===== config.mk =====
export PLATFORM = sky130hd
export DESIGN_NAME = win_tile_tracker
export DESIGN_NICKNAME = d
export VERILOG_FILES = /design/src/rtl/win_tile_tracker.sv
export SDC_FILE = /design/constraint.sdc
export NUM_CORES = 1
export LEC_CHECK = 0
export ABC_AREA = 1
export CAP_MARGIN = 20
export CORE_MARGIN = 2
export CORE_UTILIZATION = 45
export DETAILED_ROUTE_END_ITERATION = 16
export GPL_ROUTABILITY_DRIVEN = 0
export HOLD_SLACK_MARGIN = 0.03
export PLACE_DENSITY = 0.73
export SYNTH_ARGS = -nofsm -noshare
export SYNTH_HDL_FRONTEND = slang
export SYNTH_SLANG_ARGS = --single-unit

===== constraint.sdc =====
create_clock -name clk -period 2.2 [get_ports clk]
set_input_delay 0.33 -clock clk [delete_from_list [all_inputs] [get_ports clk]]
set_output_delay 0.33 -clock clk [all_outputs]
set_load 0.01 [all_outputs]

===== src/rtl/win_tile_tracker.sv =====
// win_tile_tracker
//   Upstream stage of the window-burst write controller. It takes a raster
//   pixel stream of IMG_W x IMG_H pixels and forwards each pixel through a
//   one-deep registered slice. Each pixel is tagged with the WIN x WIN tile it
//   belongs to. win_last marks the final pixel of each tile; downstream uses
//   that pulse to launch the burst for the completed tile.
//
// Ports
//   clk, rst      clock; synchronous active-high reset
//   in_data       input pixel
//   in_valid      input pixel valid
//   in_sof        first pixel of frame (qualified by in_valid)
//   in_ready      slice can take a pixel this cycle (combinational)
//   out_data      registered pixel
//   out_valid     out_data valid
//   out_ready     downstream accepts
//   tile_x/tile_y tile column/row of out_data
//   win_last      out_data closes tile (tile_x, tile_y)
//   frame_last    out_data is the last pixel of the frame
//   sof_err       one-cycle pulse: in_sof accepted away from position (0,0)
module win_tile_tracker #(
  parameter int DATA_W = 8,
  parameter int IMG_W  = 36,
  parameter int IMG_H  = 36,
  parameter int WIN    = 6,
  localparam int NTX   = IMG_W / WIN,
  localparam int NTY   = IMG_H / WIN,
  localparam int TX_W  = (NTX > 1) ? $clog2(NTX) : 1,
  localparam int TY_W  = (NTY > 1) ? $clog2(NTY) : 1
) (
  input  logic              clk,
  input  logic              rst,
  input  logic [DATA_W-1:0] in_data,
  input  logic              in_valid,
  input  logic              in_sof,
  output logic              in_ready,
  output logic [DATA_W-1:0] out_data,
  output logic              out_valid,
  input  logic              out_ready,
  output logic [TX_W-1:0]   tile_x,
  output logic [TY_W-1:0]   tile_y,
  output logic              win_last,
  output logic              frame_last,
  output logic              sof_err
);

  localparam int CW = (WIN > 1) ? $clog2(WIN) : 1;
  localparam logic [CW-1:0]   IN_TILE_MAX = CW'(WIN - 1);
  localparam logic [TX_W-1:0] TX_MAX      = TX_W'(NTX - 1);
  localparam logic [TY_W-1:0] TY_MAX      = TY_W'(NTY - 1);

  typedef enum logic {IDLE, FULL} state_t;

  state_t              state_q;
  logic [DATA_W-1:0]   out_data_q;
  logic [TX_W-1:0]     tile_x_q;
  logic [TY_W-1:0]     tile_y_q;
  logic                win_last_q;
  logic                frame_last_q;
  logic                sof_err_q;

  // Position of the next pixel to be accepted, kept as tile plus offset
  // inside the tile so no divider is needed.
  logic [CW-1:0]       cit_q, rit_q, cit_d, rit_d;
  logic [TX_W-1:0]     tx_q, tx_d;
  logic [TY_W-1:0]     ty_q, ty_d;

  // Position actually assigned to the pixel being accepted (SOF forces origin).
  logic [CW-1:0]       pcit, prit;
  logic [TX_W-1:0]     ptx;
  logic [TY_W-1:0]     pty;
  logic                at_origin;
  logic                pos_wl, pos_fl;
  logic                accept, transfer;

  assign out_valid = (state_q == FULL);
  assign in_ready  = !out_valid || out_ready;
  assign accept    = in_valid && in_ready;
  assign transfer  = out_valid && out_ready;

  assign out_data   = out_data_q;
  assign tile_x     = tile_x_q;
  assign tile_y     = tile_y_q;
  assign win_last   = win_last_q;
  assign frame_last = frame_last_q;
  assign sof_err    = sof_err_q;

  assign at_origin = (cit_q == '0) && (rit_q == '0) && (tx_q == '0) && (ty_q == '0);

  always_comb begin
    pcit = cit_q;
    prit = rit_q;
    ptx  = tx_q;
    pty  = ty_q;
    if (in_sof) begin
      pcit = '0;
      prit = '0;
      ptx  = '0;
      pty  = '0;
    end

    pos_wl = (pcit == IN_TILE_MAX) && (prit == IN_TILE_MAX);
    pos_fl = pos_wl && (ptx == TX_MAX) && (pty == TY_MAX);

    // Raster advance from the assigned position: column within tile, then
    // tile column; at end of line, row within tile, then tile row.
    cit_d = pcit;
    rit_d = prit;
    tx_d  = ptx;
    ty_d  = pty;
    if (pcit != IN_TILE_MAX) begin
      cit_d = pcit + 1'b1;
    end else begin
      cit_d = '0;
      if (ptx != TX_MAX) begin
        tx_d = ptx + 1'b1;
      end else begin
        tx_d = '0;
        if (prit != IN_TILE_MAX) begin
          rit_d = prit + 1'b1;
        end else begin
          rit_d = '0;
          if (pty != TY_MAX) ty_d = pty + 1'b1;
          else               ty_d = '0;
        end
      end
    end
  end

  always_ff @(posedge clk) begin
    if (rst) begin
      state_q      <= IDLE;
      out_data_q   <= '0;
      tile_x_q     <= '0;
      tile_y_q     <= '0;
      win_last_q   <= 1'b0;
      frame_last_q <= 1'b0;
      sof_err_q    <= 1'b0;
      cit_q        <= '0;
      rit_q        <= '0;
      tx_q         <= '0;
      ty_q         <= '0;
    end else begin
      case (state_q)
        IDLE:    if (accept) state_q <= FULL;
        FULL:    if (transfer && !accept) state_q <= IDLE;
        default: state_q <= IDLE;
      endcase

      if (accept) begin
        out_data_q   <= in_data;
        tile_x_q     <= ptx;
        tile_y_q     <= pty;
        win_last_q   <= pos_wl;
        frame_last_q <= pos_fl;
        cit_q        <= cit_d;
        rit_q        <= rit_d;
        tx_q         <= tx_d;
        ty_q         <= ty_d;
      end

      // Resync at origin is legal; anywhere else it is flagged once.
      sof_err_q <= accept && in_sof && !at_origin;
    end
  end

endmodule

### Word-level counts from Yosys, hierarchy flattened

Index checks and enable logic that the tools add are counted.

| storage, ports and cells | value |
|---|---|
| flip-flop bits (word level) | 30 |
| word-level logic and storage cells | 60 |
| output and inout bits | 19 |
| input bits | 13 |

| cells by class | value |
|---|---|
| mux-type cells | 17 |
| bitwise logic cells | 1 |
| reductions and logical operators | 19 |
| equality and inequality tests | 8 |
| $add $sub $neg | 4 |

Operators by type and width:

| kind | count |
|---|---|
| $mux 3 | 14 |
| $add 3x1->3 const B | 4 |
| $eq 3x3->1 const B | 4 |
| $logic_not 3->1 | 4 |
| $ne 3x3->1 const B | 4 |
| $logic_and 1x1->1 | 11 |
| $logic_not 1->1 | 3 |
| $mux 1 | 2 |
| $pmux 1 s2 | 1 |
| $logic_or 1x1->1 | 1 |
| $not 1->1 | 1 |

### Longest topological paths before layout

| logic depth | value |
|---|---|
| depth in word-level cells | 7 |
| mapped depth | 9 |
| gate-level depth less buffers | 9 |

### Worst setup path after synthesis

No wires, ideal clock.

| path | value |
|---|---|
| path type | flip-flop to flip-flop |
| from | register state_q (netlist: out_valid) |
| to | register tile_x_q[2] (netlist: tile_x[2]) |
| setup slack | 1030 ps |
| buffers on the path | 1 |
| required time | 2081 ps |
| arrival time | 1051 ps |
| clock period less this slack | 1170 ps |
| library setup time | 119 ps |
| cell stages (with the launch flop) | 7 |
| cell sequence | dfxtp_1 nand2_1 nand2_2 inv_2 buf_4 o21ai_0 a21oi_1 |

| between the ends | value |
|---|---|
| word-level cells in the longest chain between the ends | 3 |

Ends and longest elaborated chain:

| what | line | source |
|---|---|---|
| start: declaration | 54 | `state_t state_q;` |
| start signal: assignment | 132 | `state_q <= IDLE;` |
| start signal: assignment | 145 | `IDLE: if (accept) state_q <= FULL;` |
| start signal: assignment | 146 | `FULL: if (transfer && !accept) state_q <= IDLE;` |
| $logic_not 1->1 | 77 | `assign in_ready = !out_valid \|\| out_ready;` |
| $logic_or 1x1->1 | 77 |  |
| net in_ready | 36 | `output logic in_ready,` |
| $logic_and 1x1->1 | 78 | `assign accept = in_valid && in_ready;` |
| end signal: assignment | 152 | `tile_x_q <= ptx;` |
| end: declaration | 56 | `logic [TX_W-1:0] tile_x_q;` |

The timed path passes the listed nets, and every way through them passes these cells.
A chain may end at the register's enable or synchronous reset.

### Worst setup path in the final report

| path | value |
|---|---|
| from | input port out_ready |
| to | output port in_ready |

| between the ends | value |
|---|---|
| word-level cells in the longest chain between the ends | 1 |

Ends and longest elaborated chain:

| what | line | source |
|---|---|---|
| start: declaration | 39 | `input logic out_ready,` |
| $logic_or 1x1->1 | 77 |  |
| end: declaration | 36 |  |

No other way between the ends.

==> out/results.ini <==
[sta]
tightest_slew_ns = 0.489
fin_ws_ns = 0.398
fin_setup_tns_ns = 0
finalHoldViolations = 0
slew_viol_final = 0
min_period_over_period_pct = 81.9
rsz0062_at_grt = no
fmax_mhz = 555
clock-skew-final_ns = 0.00850
slew_headroom_pct = 67.4
setup_violations = 0
timing.final.crit_period_ns = 1.80

[drt]
wl_per_cell_um = 11.3
drc = 0
viasPerCell = 4.85
drt_iter0_drc = 45
drt_first_pass_iters = 4
ant_nets = 0
vias = 1286
drt-total-wl_um = 3000

[floorplanning]
core_area_um2 = 3000
rows = 20
die-area_um2 = 3560
die_y_um = 59.6
fp.dieW_um = 59.6
io_pins = 32
start_util_pct = 46.4

[power]
powerDensity_nw_per_um2 = 618
p_switching_mw = 0.299
internal-power_mw = 0.813
leakage_nw = 0.739
power_frac_comb_pct = 16.3
p_clk_share_pct = 31.2
p_seq_share_pct = 52.6
ir_worst_vdd_mv = 0.293
p_sw_share_pct = 26.9

[global_routing]
grt_pass1_wl_um = 5110
antenna_found_initial = 0
grt_max_degree = 19
grtUsageTotal_pct = 19.3
grt_pass1_vias = 1149
overflow = 0

[final_layout]
layout_common_cells = 43 x nor2_1, 31 x clkdlybuf4s50_1, 30 x nand2_1, 30 x dfxtp_1, 21 x inv_1
nets = 244
layout_commonest_cell = nor2_1
syn2layout_area_growth_pct = 29.2
fillers = 310
antenna_cells = 0
multi_input_area_um2 = 658
drive_gt1_share_pct = 9.91
seq_area_um2 = 601

[yosys]
syn_area_um2 = 1390
syn-num-nets = 208
postSynthAreaPerCell_um2 = 7.14
ys_types = 24
ys_ff_latch = 30
ys_seq_area_share_pct = 43.1
synth_cells = 195
yosysWarnings = 0

[setup_path]
required_ns = 1.87
critPathMaxFanout = 3
arrival_ns = 1.47
worstRegToRegCells = 7
critPathLaunchType = input pin
worst_setup_path_end_kind = output pin
path_class = input pin to output pin

[run]
max-cap-violations = 0

[clocking]
clk_latency_ns = 0.34
cts_resized = 0
clk_pin_slew_ns = 0.09
post_cts_buffers = 0
holdBufCountCts = 0
clock_path_buffers = 2
htreeDepth = 2
cts_root_buf = clkbuf_4
cts_sinks = 30
cts_buffers = 5
cts_tree = done

[worst_hold_path]
hold_path_depth = 2
min_path_type = register to register

[outcome]
status = completed

[placement]
post-place-ws_ns = 0.391
numPortBuffers = 31
place_hpwl_um = 2190

cells by family (layout without fill, tap and decap cells):
| family | after synthesis | count (layout) | share of synthesized area, % |
|---|---|---|---|
| AOI/OAI and AO/OA | 32 | 32 | 11.9 |
| DFF | 30 | 30 | 43.1 |
| buffers and inverters | 30 | 67 | 9.61 |
| and+or+nand+nor | 103 | 103 | 35.4 |
synthesized netlist by cell type:
master | n | share of area, %
a211oi_1 | 2 | 1.1
a21oi_1 | 14 | 5.0
and3_1 | 1 | 0.45
buf_2 | 3 | 1.1
buf_4 | 1 | 0.54
buf_6 | 1 | 0.81
clkbuf_1 | 1 | 0.27
clkbuf_2 | 1 | 0.36
clkinv_4 | 1 | 0.63
dfxtp_1 | 30 | 43
inv_1 | 21 | 5.7
inv_2 | 1 | 0.27
nand2_1 | 30 | 8.1
nand2_2 | 1 | 0.45
nand3_1 | 13 | 4.7
nand3_2 | 2 | 1.4
nand4_1 | 3 | 1.3
nand4_4 | 2 | 3.1
nor2_1 | 43 | 12
nor2_2 | 1 | 0.45
nor2_4 | 3 | 2.4
nor3_1 | 4 | 1.4
o21ai_0 | 15 | 5.4
o21ai_1 | 1 | 0.36
metal layers:
metal	track usage (%)	wire length, um	up-vias
li1	-	-	697
met1	24.8	1490	548
met2	29.8	1280	34
met3	6.99	186	7
met4	6.67	45	0
met5	0	0	-
final cells by class:
cell class,count,share of cell area [%]
Multi-Input combinational cell,135,36.6
Sequential cell,30,33.4
Timing Repair Buffer,36,19.3
Inverter,23,5.08
Clock buffer,7,3.06
Tap cell,33,2.29
Clock inverter,1,0.278
flip-flops by register name (all words and copies together), names as in the netlist:
signal and count:
ty_q 3, tile_x 3, win_last 1, tile_y 3, out_valid 1, rit_q 3, tx_q 3, frame_last 1
out_data 8, sof_err 1, cit_q 3
path summary, 6_finish.rpt:
path,startpoint,end,slack (ns)
hold / removal,frame_last,frame_last,0.48
setup / recovery,out_ready,in_ready,0.40
setup reg to reg,out_valid,rit_q[2],0.96
hold reg to reg,frame_last,frame_last,0.48
per-stage QoR:
step	instances	power, mW	util (%)	instance area (um^2)	hold WS [ns]
after CTS	265	1.13	59.9	1800	0.483
after floorplan	195	0.694	-	1390	0.464
after detailed placement	257	0.779	57.9	1740	0.468
after global routing	265	1.17	59.9	1800	0.509
after global placement	257	0.778	57.9	1740	0.462
final	265	1.11	59.9	1800	0.477
worst max-delay path: stages:
cell and delay [ns]:
clkdlybuf4s50_1 0.45, inv_1 0.03, nand2_1 0.10, clkdlybuf4s50_1 0.55
power by group through the flow:
stage	logic, mW	clock network (mW)	registers, mW
global route	0.203	0.381	0.588
CTS	0.182	0.360	0.585
finish	0.181	0.347	0.585
global placement	0.180	0	0.598
floorplan	0.0875	0	0.607
detailed placement	0.181	0	0.598
Power figures use the tool's default switching activity.
